<file path="config.mk">
export PLATFORM = sky130hd
export DESIGN_NAME = rf_fifo_ctl
export DESIGN_NICKNAME = d
export VERILOG_FILES = /design/src/rtl/rf_fifo_ctl.sv
export SDC_FILE = /design/constraint.sdc
export NUM_CORES = 1
export LEC_CHECK = 0
export CAP_MARGIN = 10
export CORE_MARGIN = 2
export CORE_UTILIZATION = 36
export DETAILED_ROUTE_END_ITERATION = 12
export PLACE_DENSITY = 0.76
export SLEW_MARGIN = 5
export SYNTH_ARGS = -nofsm -noshare
export SYNTH_HDL_FRONTEND = slang
export SYNTH_SLANG_ARGS = --single-unit
</file>
<file path="constraint.sdc">
create_clock -name clk -period 2.7 [get_ports clk]
set_input_delay 0.81 -clock clk [delete_from_list [all_inputs] [get_ports clk]]
set_output_delay 0.81 -clock clk [all_outputs]
set_load 0.01 [all_outputs]
</file>
<file path="src/rtl/rf_fifo_ctl.sv">
`default_nettype none
// ============================================================================
//  Module   : rf_fifo_ctl
//  Purpose  : Valid/ready FIFO sequencer around an external 1R/1W register
//             file (combinational read, registered write). Owns the head and
//             tail pointers, the occupancy counter and full/empty detection.
//  Revision : 1.0  initial release
// ============================================================================
module rf_fifo_ctl #(
  parameter int ADDRW     = 4,
  parameter int DATAW     = 8,
  parameter int AFULL_LVL = 2**ADDRW - 2
) (
  input  logic             clk,
  input  logic             rst_n,
  input  logic             i_flush,
  // producer side
  input  logic             i_enq_valid,
  output logic             o_enq_ready,
  input  logic [DATAW-1:0] i_enq_data,
  // consumer side
  output logic             o_deq_valid,
  input  logic             i_deq_ready,
  output logic [DATAW-1:0] o_deq_data,
  // status
  output logic [ADDRW:0]   o_count,
  output logic             o_almost_full,
  // register-file drive
  output logic [ADDRW-1:0] o_rf_rd_addr,
  input  logic [DATAW-1:0] i_rf_rd_data,
  output logic [ADDRW-1:0] o_rf_wr_addr,
  output logic [DATAW-1:0] o_rf_wr_data,
  output logic             o_rf_wr_en
);

  localparam logic [ADDRW:0] c_one       = {{ADDRW{1'b0}}, 1'b1};
  localparam logic [ADDRW:0] c_afull_lvl = (ADDRW+1)'(AFULL_LVL);

  // Pointers carry one extra wrap bit so full and empty stay distinguishable.
  logic [ADDRW:0] r_wr_ptr;
  logic [ADDRW:0] r_rd_ptr;
  logic [ADDRW:0] r_count;

  logic w_full;
  logic w_empty;
  logic w_enq;
  logic w_deq;

  // Full/empty come only from registered pointers, so ready and valid never
  // see a combinational path from the opposite side's handshake input.
  assign w_empty = (r_wr_ptr == r_rd_ptr);
  assign w_full  = (r_wr_ptr[ADDRW-1:0] == r_rd_ptr[ADDRW-1:0]) &&
                   (r_wr_ptr[ADDRW] != r_rd_ptr[ADDRW]);

  assign o_enq_ready = ~w_full;
  assign o_deq_valid = ~w_empty;

  assign w_enq = i_enq_valid & o_enq_ready;
  assign w_deq = o_deq_valid & i_deq_ready;

  // The write strobe is masked during reset/flush so a discarded beat never
  // lands in the storage array.
  assign o_rf_wr_en   = w_enq & rst_n & ~i_flush;
  assign o_rf_wr_addr = r_wr_ptr[ADDRW-1:0];
  assign o_rf_wr_data = i_enq_data;
  assign o_rf_rd_addr = r_rd_ptr[ADDRW-1:0];
  assign o_deq_data   = i_rf_rd_data;

  assign o_count       = r_count;
  assign o_almost_full = (r_count >= c_afull_lvl);

  // Pointer and occupancy update; flush behaves exactly like reset and wins
  // over any handshake in the same cycle.
  always_ff @(posedge clk) begin
    if (!rst_n || i_flush) begin
      r_wr_ptr <= '0;
      r_rd_ptr <= '0;
      r_count  <= '0;
    end else begin
      if (w_enq) begin
        r_wr_ptr <= r_wr_ptr + c_one;
      end
      if (w_deq) begin
        r_rd_ptr <= r_rd_ptr + c_one;
      end
      case ({w_enq, w_deq})
        2'b10:   r_count <= r_count + c_one;
        2'b01:   r_count <= r_count - c_one;
        default: r_count <= r_count;
      endcase
    end
  end

endmodule
`default_nettype wire
</file>
==> summary.md, run 1 <==
| Metric | Value |
|---|---|
| Maximum number of pins on one net before global-route repair | `16` |
| Die Height | `approximately 58 um` |
| Post-synthesis async set-or-reset flop share | `0%` |
| Area share of the leading cell type in the synthesized netlist | `about 28%` |
| Static Leak | `0.545 nW` |
| Wire length per cell after detailed routing | `13.6 um` |
| FF+latch area | `around 300 um2` |
| CTS tree | `yes` |
| Switching share of power | `around 28%` |
| Area of all placed cells without fillers | `between 1000 and 1500 um2` |
| Remaining Overflow, GRT | `0` |
| Arr. time, crit path | `roughly 1.8 ns` |
| Share of the yosys chip area belonging to registers | `between 20 and 30%` |
| Main synth FF type | `dfxtp_1` |
| Type of element launching the critical path | `flip-flop` |
| First-pass GRT wire length | `approximately 3.9 mm` |
| Nature of the critical path endpoint | `output pin` |
| Final Max Tran Viols | `0` |
| Antenna violations before repair | `0` |
| Insertion delay to the later sink of the worst-skew pair | `roughly 0.30 ns` |
| Gpl congestion | `approximately 0.86` |
| Number of failing hold endpoints at the final stage | `0` |
| Logic pwr share | `18.0%` |
| Slew HR | `75.9%` |
| Top post-synthesis cells by area | `dfxtp_1 (28%), buf_4 (17%), xnor2_1 (9.9%)` |
| Post-DP Area | `1250 um2` |
| Result of the run | `complete, no violations` |
| Number of buffers added on ports | `21` |
| Effective utilization at floorplan | `38.1%` |
| Core area | `roughly 2800 um2` |
| Mapped Area | `approximately 1100 um2` |
| Nets in the synthesized netlist | `between 150 and 200` |
| Share of layout cells above drive strength 1 | `about a quarter` |
| Power per Cell Area | `334 nW/um2` |
| Peak clock frequency supported by timing | `between 300 and 400 MHz` |
| I/O pin count | `between 50 and 60` |
| Cell internal power dissipation | `~0.00032 W` |
| Unrepaired setup endpoints after global routing | `false` |
| Number of vias after detailed routing | `between 800 and 900` |
| Max Buffers Root-to-Sink | `2` |
| Via count of the first global-routing pass | `approximately 940` |
| # nets final | `around 170` |
| Remaining design rule violation count | `0` |
| Placed cells | `between 150 and 200` |
| DRT Pass-1 Iters | `4` |
| Leading cell types in the layout, fill and taps excluded | `buf_4 (21), clkdlybuf4s50_1 (17), dfxtp_1 (15)` |
| EDFF count, synth | `0` |
| CTS root buffer | `clkbuf_4` |
| Antenna diode count | `0` |
| Avg Vias per Cell | `~5` |
| Max-cap violation count | `0` |
| Area of combinational cells with multiple inputs | `582 um2` |
| Clock-pin transition on the worst setup and hold timing paths | `~0.10 ns` |
| Clock sink count | `15` |
| Cts-stage hold buffer count | `0` |
| Endpoint required time on the critical path | `about 1.9 ns` |
| Tightest Hold Check Type | `reg2reg` |
| Mean instance size in the synthesized netlist | `roughly 8.4 um2` |
| Distinct cell type count of the synthesized netlist | `29` |
| Die span in x | `between 50 and 60 um` |
| Setup violators final | `0` |
| Die area | `~3400 um2` |
| Least-Margin Pin Slew | `0.358 ns` |
| Syn Inst Count | `~130` |
| Htree depth | `1` |
| Cell taking the most area after synthesis | `dfxtp_1` |
| Area growth from synthesis to layout | `26.1%` |
| Post-DP HPWL | `roughly 1.8 mm` |
| Max FO, Critical Path | `7` |
| Final period util | `roughly 97%` |
| Clock skew | `between 0.0015 and 0.002 ns` |
| Number of synthesized register bits | `15` |
| Routed wire length | `approximately 2.4 mm` |
| All-layer global routing usage | `around 15%` |
| Switching pwr | `0.000123 W` |
| Site Rows | `19` |
| Worst ir drop on vdd | `0.254 mV` |
| Final ANT Viol Nets | `0` |
| Share of total power in sequential cells | `a little over 50%` |
| Leading cell type in the layout, fill and taps excluded | `buf_4` |
| Time the final worst path needs with I/O delays and setup | `between 2 and 3 ns` |
| Power share of the clock group | `a little under a third` |
| Synthesis warning total | `0` |
| Final cell count without fillers | `between 150 and 200` |
| Util after Layout | `48.1%` |
| Critical path type | `reg2out` |
| Number of design-rule violations left by the first detailed-router iteration | `11` |
| CTS Buf Count | `3` |
| Number of fill cells in the layout | `about 290` |
-- sequential cells by signal, indices dropped and copies added, names as in the netlist --
register / count
r_rd_ptr: 5
o_count: 5
r_wr_ptr: 5
-- power by group through the flow --
stage / sequential (W) / clock (W) / combinational (W)
3_5_place_dp: 0.000233 / 0 / 0.0000734
3_3_place_gp: 0.000233 / 0 / 0.0000722
5_1_grt: 0.000229 / 0.000151 / 0.0000871
6_report: 0.000228 / 0.000138 / 0.0000806
4_1_cts: 0.000228 / 0.000143 / 0.0000784
2_1_floorplan: 0.000234 / 0 / 0.0000649
-- metrics by stage --
step	hold WS, ns	setup WS, ns	total power (W)	TNS [ns]
6_report	0.517	0.0817	0.000447	0
5_1_grt	0.562	0.00588	0.000467	0
4_1_cts	0.530	0.0140	0.000449	0
3_5_place_dp	0.518	-0.422	0.000307	-0.905
3_3_place_gp	0.489	-0.304	0.000305	-0.711
2_1_floorplan	0.490	0.173	0.000299	0
-- area by class of cell --
type                       instances  area share [%]
tap                               31            2.90
timing repair buffer              42            27.7
clock buffer                       3            1.68
clock inverter                     1           0.374
sequential                        15            22.5
inverter                           5            1.40
multi-input combinational         78            43.5
-- layer usage --
layer	vias up	share of wire (%)	global-route usage (%)
li1	431	-	-
met1	400	40	16.1
met2	29	50	26.2
met3	12	7.3	5.71
met4	0	2.2	7.97
met5	-	0	0
-- kinds of logic after synthesis --
family / count (synthesis) / synth area share, %
xor gates and xnor gates: 16 / 13.2
buffers and inverters: 33 / 21.7
AOI/OAI and AO/OA: 18 / 10.5
adders and majority gates: 7 / 8.96
DFF: 15 / 28.3
and+or+nand+nor: 36 / 16.4
muxes: 1 / 0.943
-- repair_timing --
item | 4_1_cts | 5_1_grt
setup endpoints to repair | 3 | 5
resized for setup | 7 | 8
setup buffers | 1 | 0
-- Yosys cell counts, types with 2 or more instances --
cell / instances
buf_4: 24
dfxtp_1: 15
nor2_1: 14
xnor2_1: 12
a21oi_1: 11
nand2_1: 7
ha_1: 6
inv_1: 5
nand4_1: 4
xor2_1: 4
buf_6: 2
nand2b_1: 2
nand3_1: 2
nor2b_1: 2
o21ai_0: 2
-- critical path, cell delays in order, from the launching register on --
cell and delay [ns]:
dfxtp_1 0.34, xnor2_1 0.23, and4_4 0.28, buf_4 0.14, nand2_1 0.05, clkdlybuf4s50_1 0.47
-- path summary, 6_finish.rpt --
path	depth (start not counted)	endpoint	startpoint	slack (ns)
hold / removal	2	o_count[3]	o_count[3]	0.52
hold reg to reg	2	o_count[3]	o_count[3]	0.52
setup / recovery	5	o_deq_valid	r_rd_ptr[3]	0.08
setup reg to reg	11	o_count[4]	r_rd_ptr[4]	0.18
(Power assumes the default switching activity.)
==> inputs of run 2 (changes only) <==
- CORE_MARGIN: 2 -> 3
- SETUP_SLACK_MARGIN: unset -> 0.15
==> run 2 against run 1 <==
Compared with the run above:
- hold slack lost 0.0069 ns
- routed wire length rose by 0.97%
- combinational power rose by 3.7%
- non-clock buffer count increased by 4
- sequential share of layout area down 0.43 points
- utilization is 2.6 points higher
- design area is 5.3% higher
- flip-flop and latch count is the same
- critical endpoint is now o_rf_wr_en
==> summary.md, run 2 (same netlist as run 1, synthesis figures left out) <==
| Metric | Value |
|---|---|
| Result of the run | `complete, no violations` |
| Via count of the first global-routing pass | `between 900 and 1,000` |
| Leading cell type in the layout, fill and taps excluded | `buf_4` |
| Reg2Reg Setup Slack | `around 0.26 ns` |
| Peak clock frequency supported by timing | `407 MHz` |
| Share of layout cells above drive strength 1 | `roughly a third` |
| Die area | `3630 um2` |
| Final cell count without fillers | `~180` |
| Area of combinational cells with multiple inputs | `around 630 um2` |
| Max FO, Critical Path | `3` |
| Effective utilization at floorplan | `38.1%` |
| Wire length per cell after detailed routing | `13.4 um` |
| Clock sink count | `15` |
| Number of design-rule violations left by the first detailed-router iteration | `26` |
| Logic pwr share | `a little under a fifth` |
| Number of vias after detailed routing | `between 800 and 900` |
| Gpl congestion | `0.778` |
| Core area | `between 2000 and 3000 um2` |
| Share of total power in sequential cells | `between 50% and 60%` |
| Cell internal power dissipation | `0.000326 W` |
| Area growth from synthesis to layout | `32.8%` |
| Site Rows | `19` |
| Avg Vias per Cell | `4.98` |
| Remaining Overflow, GRT | `0` |
| Die Height | `~60 um` |
| Final Max Tran Viols | `0` |
| Time the final worst path needs with I/O delays and setup | `2.46 ns` |
| Setup violators final | `0` |
| CTS Buf Count | `3` |
| Endpoint required time on the critical path | `about 1.9 ns` |
| Power per Cell Area | `314 nW/um2` |
| Arr. time, crit path | `1.65 ns` |
| Critical path type | `reg2out` |
| Insertion delay to the later sink of the worst-skew pair | `around 0.29 ns` |
| Tightest Hold Check Type | `reg2reg` |
| Placed cells | `170` |
| Power share of the clock group | `around 30%` |
| Maximum number of pins on one net before global-route repair | `16` |
| Final worst setup slack | `roughly 0.24 ns` |
| CTS tree | `yes` |
| Routed wire length | `~2.4 mm` |
| First-pass GRT wire length | `4.00 mm` |
| Htree depth | `1` |
| Die span in x | `between 60 and 70 um` |
| Antenna violations before repair | `0` |
| DRT Pass-1 Iters | `4` |
| Static Leak | `roughly 0.56 nW` |
| Final ANT Viol Nets | `0` |
| Sum of negative setup slack | `0 ns` |
| Number of failing hold endpoints at the final stage | `0` |
| Number of fill cells in the layout | `about 260` |
| Least-Margin Pin Slew | `around 0.23 ns` |
| Final period util | `approximately nine tenths` |
| Max Buffers Root-to-Sink | `2` |
| Nature of the critical path endpoint | `output pin` |
| CTS root buffer | `clkbuf_4` |
| Worst ir drop on vdd | `0.281 mV` |
| I/O pin count | `54` |
| Max-cap violation count | `0` |
| Type of element launching the critical path | `flip-flop` |
| Post-DP HPWL | `around 1.8 mm` |
| Util after Layout | `between 50% and 60%` |
| Switching pwr | `roughly 0.00012 W` |
| All-layer global routing usage | `roughly 15%` |
| Remaining design rule violation count | `0` |
| Slew HR | `84.7%` |
| Antenna diode count | `0` |
| Leading cell types in the layout, fill and taps excluded | `buf_4 (25), clkdlybuf4s50_1 (16), nor2_1 (14)` |
| Number of buffers added on ports | `21` |
| Cts-stage hold buffer count | `0` |
| Unrepaired setup endpoints after global routing | `false` |
| FF+latch area | `a little over 300 um2` |
| Placement Setup Slack | `-0.467 ns` |
| # nets final | `about 180` |
| Clock-pin transition on the worst setup and hold timing paths | `roughly 0.090 ns` |
| Switching share of power | `a little over a quarter` |
| Clock skew | `0.00815 ns` |
run 2: metrics by stage:
| stage | hold WS, ns | total power, W | instance area [um2] |
|---|---|---|---|
| floorplan | 0.490 | 0.000299 | 1060 |
| global route | 0.535 | 0.000467 | 1410 |
| CTS | 0.512 | 0.000447 | 1340 |
| global placement | 0.491 | 0.000305 | 1250 |
| detailed placement | 0.496 | 0.000308 | 1250 |
| finish | 0.510 | 0.000442 | 1410 |
run 2: repair_timing:
item	4_1_cts	5_1_grt
setup buffers	2	3
resized for setup	24	9
endpoints found under the setup margin	5	2
pin swaps	6	9
cloned	0	0
run 2: final cells by class:
| class | instances | area share (%) |
|---|---|---|
| Timing Repair Buffer | 46 | 27.5 |
| Tap cell | 31 | 2.75 |
| Clock buffer | 4 | 1.87 |
| Inverter | 5 | 1.33 |
| Sequential cell | 15 | 22.0 |
| Multi-Input combinational cell | 78 | 44.5 |
run 2: critical path, cell delays in order, from the launching register on:
cell	delay, ns
dfxtp_1	0.35
xnor2_2	0.20
nand4_1	0.16
o21ai_2	0.24
buf_4	0.14
buf_4	0.11
nor2_1	0.04
buf_2	0.13
run 2: worst paths after layout:
check                            startpoint    endpoint  cells after the start
worst max register to register  r_rd_ptr[0]  o_count[4]                     11
worst max-delay path            r_rd_ptr[0]  o_rf_wr_en                      7
worst min-delay path             o_count[3]  o_count[3]                      2
worst min register to register   o_count[3]  o_count[3]                      2
run 2: power by group through the flow:
stage | logic, W | registers [W] | clock network, W
6_report | 0.0000836 | 0.000227 | 0.000132
4_1_cts | 0.0000787 | 0.000228 | 0.000140
3_3_place_gp | 0.0000724 | 0.000233 | 0
3_5_place_dp | 0.0000747 | 0.000233 | 0
2_1_floorplan | 0.0000649 | 0.000234 | 0
5_1_grt | 0.0000905 | 0.000227 | 0.000150
run 2: per-layer routing:
layer,global-route usage [%],part of all wire [%],vias up,routed length (um)
li1,-,-,436,-
met3,7.13,7.4,8,177
met4,6.01,1.4,0,33
met5,0,0,-,0
met1,14.5,39,412,930
met2,25.6,53,35,1260
==> inputs of run 3 (changes only) <==
- CORE_MARGIN: 3 -> 1
==> run 3 against run 2 <==
Compared with the run above:
- maximum frequency decreased by 2.1%
- final cell count fell by 2.8%
- count of clock-buffer cells in the layout unchanged
- combinational power hardly changed
- sequential share of layout area rose by 0.77 points
- first-iteration DRC count is 27% lower
- global-route usage rose by 1.7 points
- design area is 4.5% lower
- critical path depth down 3
- hold slack better by 0.0041 ns
- clock skew shrank 0.0057 ns
==> summary.md, run 3 (same netlist as run 1, synthesis figures left out) <==
| Metric | Value |
|---|---|
| Top Usage Layer GRT | `met2` |
| Critical path type | `in2out` |
| Tightest Hold Check Type | `reg2reg` |
| Core area | `roughly 2800 um2` |
| Routed wire length | `around 2.3 mm` |
| Slew HR | `73.9%` |
| Max FO, Critical Path | `2` |
| Post-DP Area | `between 1000 and 1500 um2` |
| Peak clock frequency supported by timing | `around 400 MHz` |
| DRT Pass-1 Iters | `4` |
| Site Rows | `19` |
| Placement Setup Slack | `-0.420 ns` |
| # nets final | `about 170` |
| CTS Buf Count | `3` |
| Max Buffers Root-to-Sink | `2` |
| Final worst setup slack | `roughly 0.19 ns` |
| Wire length per cell after detailed routing | `about 13 um` |
| Met3 Use GR | `5.53%` |
| GRT met1 Usage | `a little under a fifth` |
| First-pass GRT wire length | `4.03 mm` |
| All-layer global routing usage | `between 15 and 20%` |
| Antenna violations before repair | `0` |
| Gpl congestion | `around 0.90` |
| Static Leak | `0.543 nW` |
| Area growth from synthesis to layout | `26.8%` |
| Antenna diode count | `0` |
| Remaining Overflow, GRT | `0` |
| Leading cell type in the layout, fill and taps excluded | `buf_4` |
| CTS root buffer | `clkbuf_4` |
| Cts-stage hold buffer count | `0` |
| Clock sink count | `15` |
| Type of element launching the critical path | `primary input` |
| Final ANT Viol Nets | `0` |
| Arr. time, crit path | `1.70 ns` |
| Time the final worst path needs with I/O delays and setup | `between 2 and 3 ns` |
| Via count of the first global-routing pass | `slightly below 900` |
| Clock-pin transition on the worst setup and hold timing paths | `roughly 0.09 ns` |
| Nature of the critical path endpoint | `output pin` |
| Maximum number of pins on one net before global-route repair | `16` |
| Share of layout cells above drive strength 1 | `28.0%` |
| Met2 capacity usage during global routing | `27.6%` |
| Number of vias after detailed routing | `about 860` |
| Die span in x | `between 50 and 60 um` |
| Effective utilization at floorplan | `roughly two fifths` |
| Number of design-rule violations left by the first detailed-router iteration | `19` |
| Result of the run | `complete, no violations` |
| Util after Layout | `48.4%` |
| Max-cap violation count | `0` |
| CTS tree | `yes` |
| Post-DP HPWL | `roughly 1.7 mm` |
| Setup violators final | `0` |
| Die Height | `56.3 um` |
| Htree depth | `1` |
| Clock skew | `roughly 0.0025 ns` |
| Remaining design rule violation count | `0` |
| I/O pin count | `54` |
| Final Max Tran Viols | `0` |
| Sum of negative setup slack | `0 ns` |
| Power per Cell Area | `334 nW/um2` |
| Area of all placed cells without fillers | `about 1300 um2` |
| Endpoint required time on the critical path | `~1.9 ns` |
| Worst ir drop on vdd | `0.278 mV` |
| Die area | `around 3200 um2` |
| Number of buffers added on ports | `21` |
| Insertion delay to the later sink of the worst-skew pair | `a little under 0.3 ns` |
| Number of failing hold endpoints at the final stage | `0` |
| Unrepaired setup endpoints after global routing | `true` |
| Avg Vias per Cell | `between 4 and 5` |
| Final period util | `just over 90%` |
| Least-Margin Pin Slew | `between 0.3 and 0.4 ns` |
| Leading cell types in the layout, fill and taps excluded | `buf_4 (20), clkdlybuf4s50_1 (16), nor2_1 (14)` |
run 3: final timing paths:
kind         slack [ns]    endpoint         from  depth (start not counted)
max                0.19  o_rf_wr_en      i_flush                          4
min reg2reg        0.51  o_count[3]   o_count[3]                          2
min                0.51  o_count[3]   o_count[3]                          2
max reg2reg        0.20  o_count[4]  r_wr_ptr[1]                         12
run 3: through the flow:
stage / cells / hold slack, ns / power (W)
2_1_floorplan: 126 / 0.490 / 0.000299
3_3_place_gp: 168 / 0.491 / 0.000306
3_5_place_dp: 168 / 0.509 / 0.000308
4_1_cts: 174 / 0.512 / 0.000456
5_1_grt: 174 / 0.538 / 0.000476
6_report: 174 / 0.515 / 0.000450
run 3: routing by layer:
| metal | part of all wire [%] | wire (um) |
|---|---|---|
| met1 | 41 | 932 |
| met2 | 49 | 1120 |
| met3 | 7.5 | 173 |
| met4 | 3.1 | 72 |
| met5 | 0 | 0 |
run 3: repair_timing:
action	CTS	global route
resized for setup	19	5
setup endpoints to repair	5	3
setup buffers	2	0
pin swaps	3	1
gates cloned	0	0
run 3: critical path: stages:
cell	delay (ns)
clkdlybuf4s50_1	0.39
nand2b_1	0.15
nor2_1	0.10
clkdlybuf4s15_1	0.25
run 3: area by class of cell:
| type | count | area (um2) |
|---|---|---|
| clock buffers | 4 | 26.3 |
| fillers | 265 | 1440 |
| inverters | 5 | 18.8 |
| multi-input cells | 78 | 596 |
| flip-flops and latches | 15 | 307 |
| well taps | 31 | 38.8 |
| repair buffers | 41 | 359 |
run 3: power by group:
part / internal (W) / total (W) / switching, W
clock: 0.0000576 / 0.000137 / 0.0000794
combinational: 0.0000462 / 0.0000837 / 0.0000374
sequential: 0.000225 / 0.000229 / 0.00000419
total: 0.000328 / 0.000450 / 0.000121
